===== config.mk =====
export PLATFORM = sky130hd
export DESIGN_NAME = hazard_scoreboard
export DESIGN_NICKNAME = d
export VERILOG_FILES = /design/src/rtl/hazard_pkg.sv /design/src/rtl/hazard_entry.sv /design/src/rtl/hazard_scoreboard.sv
export SDC_FILE = /design/constraint.sdc
export NUM_CORES = 1
export LEC_CHECK = 0
export BUFFER_PORTS_ARGS = -buffer_cell sky130_fd_sc_hd__buf_4
export CORE_ASPECT_RATIO = 2
export CORE_MARGIN = 10
export CORE_UTILIZATION = 40
export CTS_CLUSTER_SIZE = 25
export DETAILED_ROUTE_END_ITERATION = 8
export SLEW_MARGIN = 40
export SYNTH_ARGS = -nofsm -noshare
export SYNTH_HDL_FRONTEND = slang
export SYNTH_SLANG_ARGS = --single-unit
export TNS_END_PERCENT = 30

===== constraint.sdc =====
create_clock -name clk -period 2.6 [get_ports clk]
set_input_delay 0.13 -clock clk [delete_from_list [all_inputs] [get_ports clk]]
set_output_delay 0.13 -clock clk [all_outputs]
set_load 0.02 [all_outputs]

===== src/rtl/hazard_pkg.sv =====
// Shared types for the hazard scoreboard: tracked-entry layout and forward codes.
// Entry fields are sized for the widest supported build; narrower instances zero-extend.
package hazard_pkg;
   localparam int AW_MAX = 8;
   localparam int LW_DEF = 2;
   localparam int LW_MAX = 4;
   localparam int FWD_RF = 0;

   typedef struct packed {
      logic              valid;
      logic [AW_MAX-1:0] wa;
      logic [LW_MAX-1:0] lat;
   } entry_t;
endpackage


===== src/rtl/hazard_entry.sv =====
// One tracked pipeline position: shift register slot plus its forward, load-use and PC comparators.
module hazard_entry
   import hazard_pkg::*;
#(
   parameter int POS     = 0,
   parameter int PC_ADDR = 15
) (
   input  logic              clk,
   input  logic              reset,
   input  entry_t            din,
   input  logic              bubble,
   input  logic              cancel,
   input  logic [AW_MAX-1:0] ra1E,
   input  logic [AW_MAX-1:0] ra2E,
   input  logic              use1E,
   input  logic              use2E,
   input  logic [AW_MAX-1:0] ra1D,
   input  logic [AW_MAX-1:0] ra2D,
   input  logic              use1D,
   input  logic              use2D,
   output entry_t            q,
   output logic              fwd_a,
   output logic              fwd_b,
   output logic              ld_hit,
   output logic              pc_hit
);
   logic fwd_ready;
   logic ld_late;

   always_ff @(posedge clk) begin
      if (reset || bubble) begin
         q <= '0;
      end else begin
         q       <= din;
         q.valid <= din.valid & ~cancel;
      end
   end

   // The result exists at this position once POS has caught up with its latency.
   assign fwd_ready = (POS >= int'(q.lat));
   // A D consumer would sit in E when this producer is at POS+1; too early if lat exceeds that.
   assign ld_late   = (int'(q.lat) > POS + 1);

   assign fwd_a  = q.valid && use1E && (q.wa == ra1E) && fwd_ready;
   assign fwd_b  = q.valid && use2E && (q.wa == ra2E) && fwd_ready;
   assign ld_hit = q.valid && ld_late &&
                   ((use1D && (q.wa == ra1D)) || (use2D && (q.wa == ra2D)));
   assign pc_hit = q.valid && (q.wa == AW_MAX'(PC_ADDR));
endmodule


===== src/rtl/hazard_scoreboard.sv =====
// Hazard/forwarding controller: tracks in-flight writes E..W and derives forward selects,
// load-use stalls, PC-write stalls and branch flushes combinationally from that state.
module hazard_scoreboard
   import hazard_pkg::*;
#(
   parameter int NREG  = 16,
   parameter int AW    = $clog2(NREG),
   parameter int DEPTH = 3,
   parameter int LW    = LW_DEF,
   parameter int FW    = $clog2(DEPTH)
) (
   input  logic          clk,
   input  logic          reset,
   input  logic [AW-1:0] ra1D,
   input  logic [AW-1:0] ra2D,
   input  logic          use1D,
   input  logic          use2D,
   input  logic [AW-1:0] wa3D,
   input  logic          wevD,
   input  logic [LW-1:0] latD,
   input  logic          BranchTakenE,
   input  logic          cancelE,
   output logic [FW-1:0] ForwardAE,
   output logic [FW-1:0] ForwardBE,
   output logic          StallF,
   output logic          StallD,
   output logic          FlushD,
   output logic          FlushE,
   output logic [31:0]   stall_cnt
);
   logic [AW-1:0]        ra1E, ra2E;
   logic                 use1E, use2E;
   entry_t [DEPTH:0]     chain;
   logic [DEPTH-1:0]     fwd_a, fwd_b, ld_hit, pc_hit;
   logic                 ld_stall, pc_pend;
   logic                 unused_retire;

   // chain[0] is the Decode instruction; chain[p+1] is the state held at position p.
   always_comb begin
      chain[0]       = '0;
      chain[0].valid = wevD;
      chain[0].wa    = AW_MAX'(wa3D);
      chain[0].lat   = (latD == '0) ? LW_MAX'(1) : LW_MAX'(latD);
   end

   for (genvar p = 0; p < DEPTH; p++) begin : g_pos
      hazard_entry #(.POS(p), .PC_ADDR(NREG - 1)) u_entry (
         .clk    (clk),
         .reset  (reset),
         .din    (chain[p]),
         .bubble ((p == 0) ? FlushE : 1'b0),
         .cancel ((p == 1) ? cancelE : 1'b0),
         .ra1E   (AW_MAX'(ra1E)),
         .ra2E   (AW_MAX'(ra2E)),
         .use1E  (use1E),
         .use2E  (use2E),
         .ra1D   (AW_MAX'(ra1D)),
         .ra2D   (AW_MAX'(ra2D)),
         .use1D  (use1D),
         .use2D  (use2D),
         .q      (chain[p+1]),
         .fwd_a  (fwd_a[p]),
         .fwd_b  (fwd_b[p]),
         .ld_hit (ld_hit[p]),
         .pc_hit (pc_hit[p])
      );
   end

   assign unused_retire = ^chain[DEPTH];

   // Scan oldest to youngest so the youngest qualifying producer overrides.
   // Position 0 never qualifies (lat >= 1), and its code equals the register-file code anyway.
   always_comb begin
      ForwardAE = FW'(FWD_RF);
      ForwardBE = FW'(FWD_RF);
      for (int p = DEPTH - 1; p >= 0; p--) begin
         if (fwd_a[p]) ForwardAE = FW'(p);
         if (fwd_b[p]) ForwardBE = FW'(p);
      end
   end

   assign ld_stall = |ld_hit;
   assign pc_pend  = (|pc_hit) || (wevD && (wa3D == AW'(NREG - 1)));

   assign StallD = ld_stall;
   assign StallF = ld_stall | pc_pend;
   assign FlushE = ld_stall | BranchTakenE;
   assign FlushD = pc_pend | BranchTakenE;

   always_ff @(posedge clk) begin
      if (reset || FlushE) begin
         ra1E  <= '0;
         ra2E  <= '0;
         use1E <= 1'b0;
         use2E <= 1'b0;
      end else begin
         ra1E  <= ra1D;
         ra2E  <= ra2D;
         use1E <= use1D;
         use2E <= use2D;
      end
   end

   always_ff @(posedge clk) begin
      if (reset)
         stall_cnt <= '0;
      else if (StallD && (stall_cnt != '1))
         stall_cnt <= stall_cnt + 32'd1;
   end
endmodule


==> run_results.csv <==
group,metric,value,unit
status,run_status,"finished clean",
timing,period_share,94.0,%
worst_setup_path,r2r_end,"stall_cnt[31]$_SDFFE_PP0P_",
global_routing,track_usage,13.9,%
yosys,synth_most_common_cell,"dfxtp_1",
clocking,path_clk_slew,0.05,ns
global_routing,antenna_found_initial,0,
final_layout,syn2layout_area_growth,27.1,%
timing,holdWs,0.0113,ns
clocking,cts-root-buf,"clkbuf_16",
place,numPortBuffers,60,
yosys,yosys.area.top_type,"dfxtp_1",
place,gp_congestion,0.890,
worst_setup_path,worstReg2RegStart,"g_pos[1].u_entry.q[12]$_SDFF_PP0_",
final_layout,fin_nets,447,
worst_setup_path,r2r_cells,7,
timing,period_minus_slack,2.44,ns
yosys,ys.flop_type,"dfxtp_1",
detailed_routing,finalWirelength,8600,um
yosys,synth_edf_count,0,
detailed_routing,drt_pass1_iterations,4,
worst_setup_path,cp-startpoint,"g_pos[1].u_entry.q[12]$_SDFF_PP0_",
detailed_routing,wire_per_inst,16.4,um
yosys,syn-num-nets,390,
job,max_cap_violations,0,
final_layout,multi_input_area,1790,um^2
floorplanning,die_y,146,um
global_routing,grt_max_degree,58,
hold_path,min_to,"g_pos[0].u_entry.q[6]$_SDFF_PP0_",
yosys,synth_warnings,0,
power,power_density,572,nW/um^2
floorplanning,rows,45,
yosys,syn_avg_cell_area,8.59,um^2
yosys,ys_seq_elements,63,
clocking,cts_buffer_depth,2,
detailed_routing,drc,0,
clocking,clk_latency,0.33,ns
place,dp_hpwl,6510,um
yosys,syn_inst,368,
timing,final_hold_viol_count,0,
yosys,synth_area_leaders,"dfxtp_1, xor2_1, xnor2_1",
final_layout,nFillCells,750,
timing,fin_worst_skew,0.00547,ns
clocking,h-tree-depth,3,
clocking,cts.sinks,63,
detailed_routing,vias_per_cell,5.42,
hold_path,min-delay-start,"wa3D[2]",
floorplanning,dieWidth,82.9,um
floorplanning,initial_utilization,41.3,%
yosys,syn-cell-area,3160,um^2
floorplanning,dieArea,12100,um^2
timing,max_slew_margin,60.6,%
hold_path,min_path_cells,2,
yosys,synth_top_area_share,39.9,%
final_layout,layout-drive-gt1-share,23.0,%
final_layout,final_util,52.5,%
timing,fmax,409,MHz
worst_setup_path,r2r_slack,0.16,ns
yosys,synthArstFlopShare,0,%
detailed_routing,dr.first_iter.drc_count,154,
global_routing,grt_pass1_vias,2766,
timing,worst_pin_slew,0.591,ns
global_routing,grt-ovfl-total,0,
power,ir_drop,0.543,mV
final_layout,seq_area,1260,um^2
yosys,synthTopCellsByCount,"dfxtp_1, xor2_1, a21oi_1, nor2b_1",
global_routing,grt_pass1_wl,14000,um
worst_setup_path,required,2.82,ns
worst_setup_path,start_kind,"flip-flop",
worst_setup_path,path_max_fanout,51,
detailed_routing,vias,2840,
yosys,seq_area_frac_synth,39.9,%
worst_setup_path,arrival,2.66,ns
timing,slew_violations,0,
timing,setup-violations-final,0,
worst_setup_path,critPathCaptureType,"flip-flop",
hold_path,hold_path_class,"input pin to flip-flop",
clocking,cts_tree,"done",
clocking,cts_inserted_buffers,9,
floorplanning,io_pins,61,
final_layout,num_antenna_cells,0,
yosys,synth.distinct_cells,37,
power,p_leak,1.62,nW
floorplanning,core,7660,um^2
worst_setup_path,path_class,"flip-flop to flip-flop",
detailed_routing,ant_nets,0,
==> sequential cells by signal, summed over array words and instances (netlist names) <==
name,flops
g_pos.u_entry.q,21
ra1E,4
ra2E,4
stall_cnt,32
use1E,1
use2E,1
==> report_power, final <==
| part | internal [mW] | switching (mW) |
|---|---|---|
| clock | 0.763 | 0.411 |
| sequential | 0.983 | 0.0237 |
| combinational | 0.0603 | 0.0577 |
| total | 1.81 | 0.493 |
==> placed cells by master, fill, tap and decap left out, types with 17 or more instances in the layout <==
master,Yosys,final
a21oi_1,23,23
and2_1,19,19
buf_4,0,67
dfxtp_1,63,62
nand2_1,18,18
nand3_1,20,20
nand4_1,17,17
nor2_1,20,20
nor2b_1,22,22
xor2_1,26,26
==> layer usage <==
layer | routed length (um) | global-route usage (%)
met5 | 0 | 0
met1 | 3100 | 13.5
met4 | 235 | 6.42
met2 | 4910 | 26.3
met3 | 356 | 3.42
==> worst max-delay path by stage <==
stage	slack [ns]	cells past startpoint	to
after CTS	0.12	9	g_pos[0].u_entry.q[0]$_SDFF_PP0_
after floorplan	0.47	7	stall_cnt[20]$_SDFFE_PP0P_
after global routing	-0.07	8	stall_cnt[23]$_SDFFE_PP0P_
after detailed placement	0.15	9	g_pos[0].u_entry.q[0]$_SDFF_PP0_
final	0.16	7	stall_cnt[31]$_SDFFE_PP0P_
after global placement	0.13	7	stall_cnt[6]$_SDFFE_PP0P_
==> layout make-up <==
type	instances	share of cell area, %
multi-input cells	278	44.6
flip-flops and latches	63	31.4
repair buffers	70	13.5
clock buffers	12	6.13
well taps	94	2.93
clock inverters	4	1.12
inverters	3	0.280
==> cell families (layout without fill, tap and decap cells) <==
family | count (synthesis) | after routing | share of synthesized area, %
AOI/OAI and AO/OA | 50 | 50 | 8.83
xor gates and xnor gates | 42 | 42 | 11.6
adders and majority gates | 1 | 1 | 0.396
buffers and inverters | 27 | 89 | 4.35
DFF | 63 | 63 | 39.9
muxes | 7 | 7 | 2.49
and+or+nand+nor | 178 | 178 | 32.4
==> what timing repair did <==
action / 4_1_cts / 5_1_grt
setup buffers: 0 / 0
hold buffers: 2 / 0
endpoints found under the hold margin: 2 / 0
endpoints found under the setup margin: 0 / 6
resized for setup: 0 / 6
==> through the flow <==
step	cell area [um^2]	worst slack [ns]	total power [mW]	cells	TNS (ns)
2_1_floorplan	3160	0.472	1.09	368	0
3_3_place_gp	3680	0.126	1.14	506	0
3_5_place_dp	3680	0.150	1.14	506	0
4_1_cts	3990	0.120	2.32	524	0
5_1_grt	4020	-0.0739	2.38	524	-0.196
6_report	4020	0.156	2.30	524	0
==> critical path, stage by stage (launching register included) <==
cell and delay, ns:
dfxtp_1 0.38, nand3_1 0.24, nor4_2 0.39, a31oi_2 0.18, and2_1 0.22, buf_12 0.18
nor4_1 0.36, mux2_2 0.37
(Power assumes the default switching activity.)
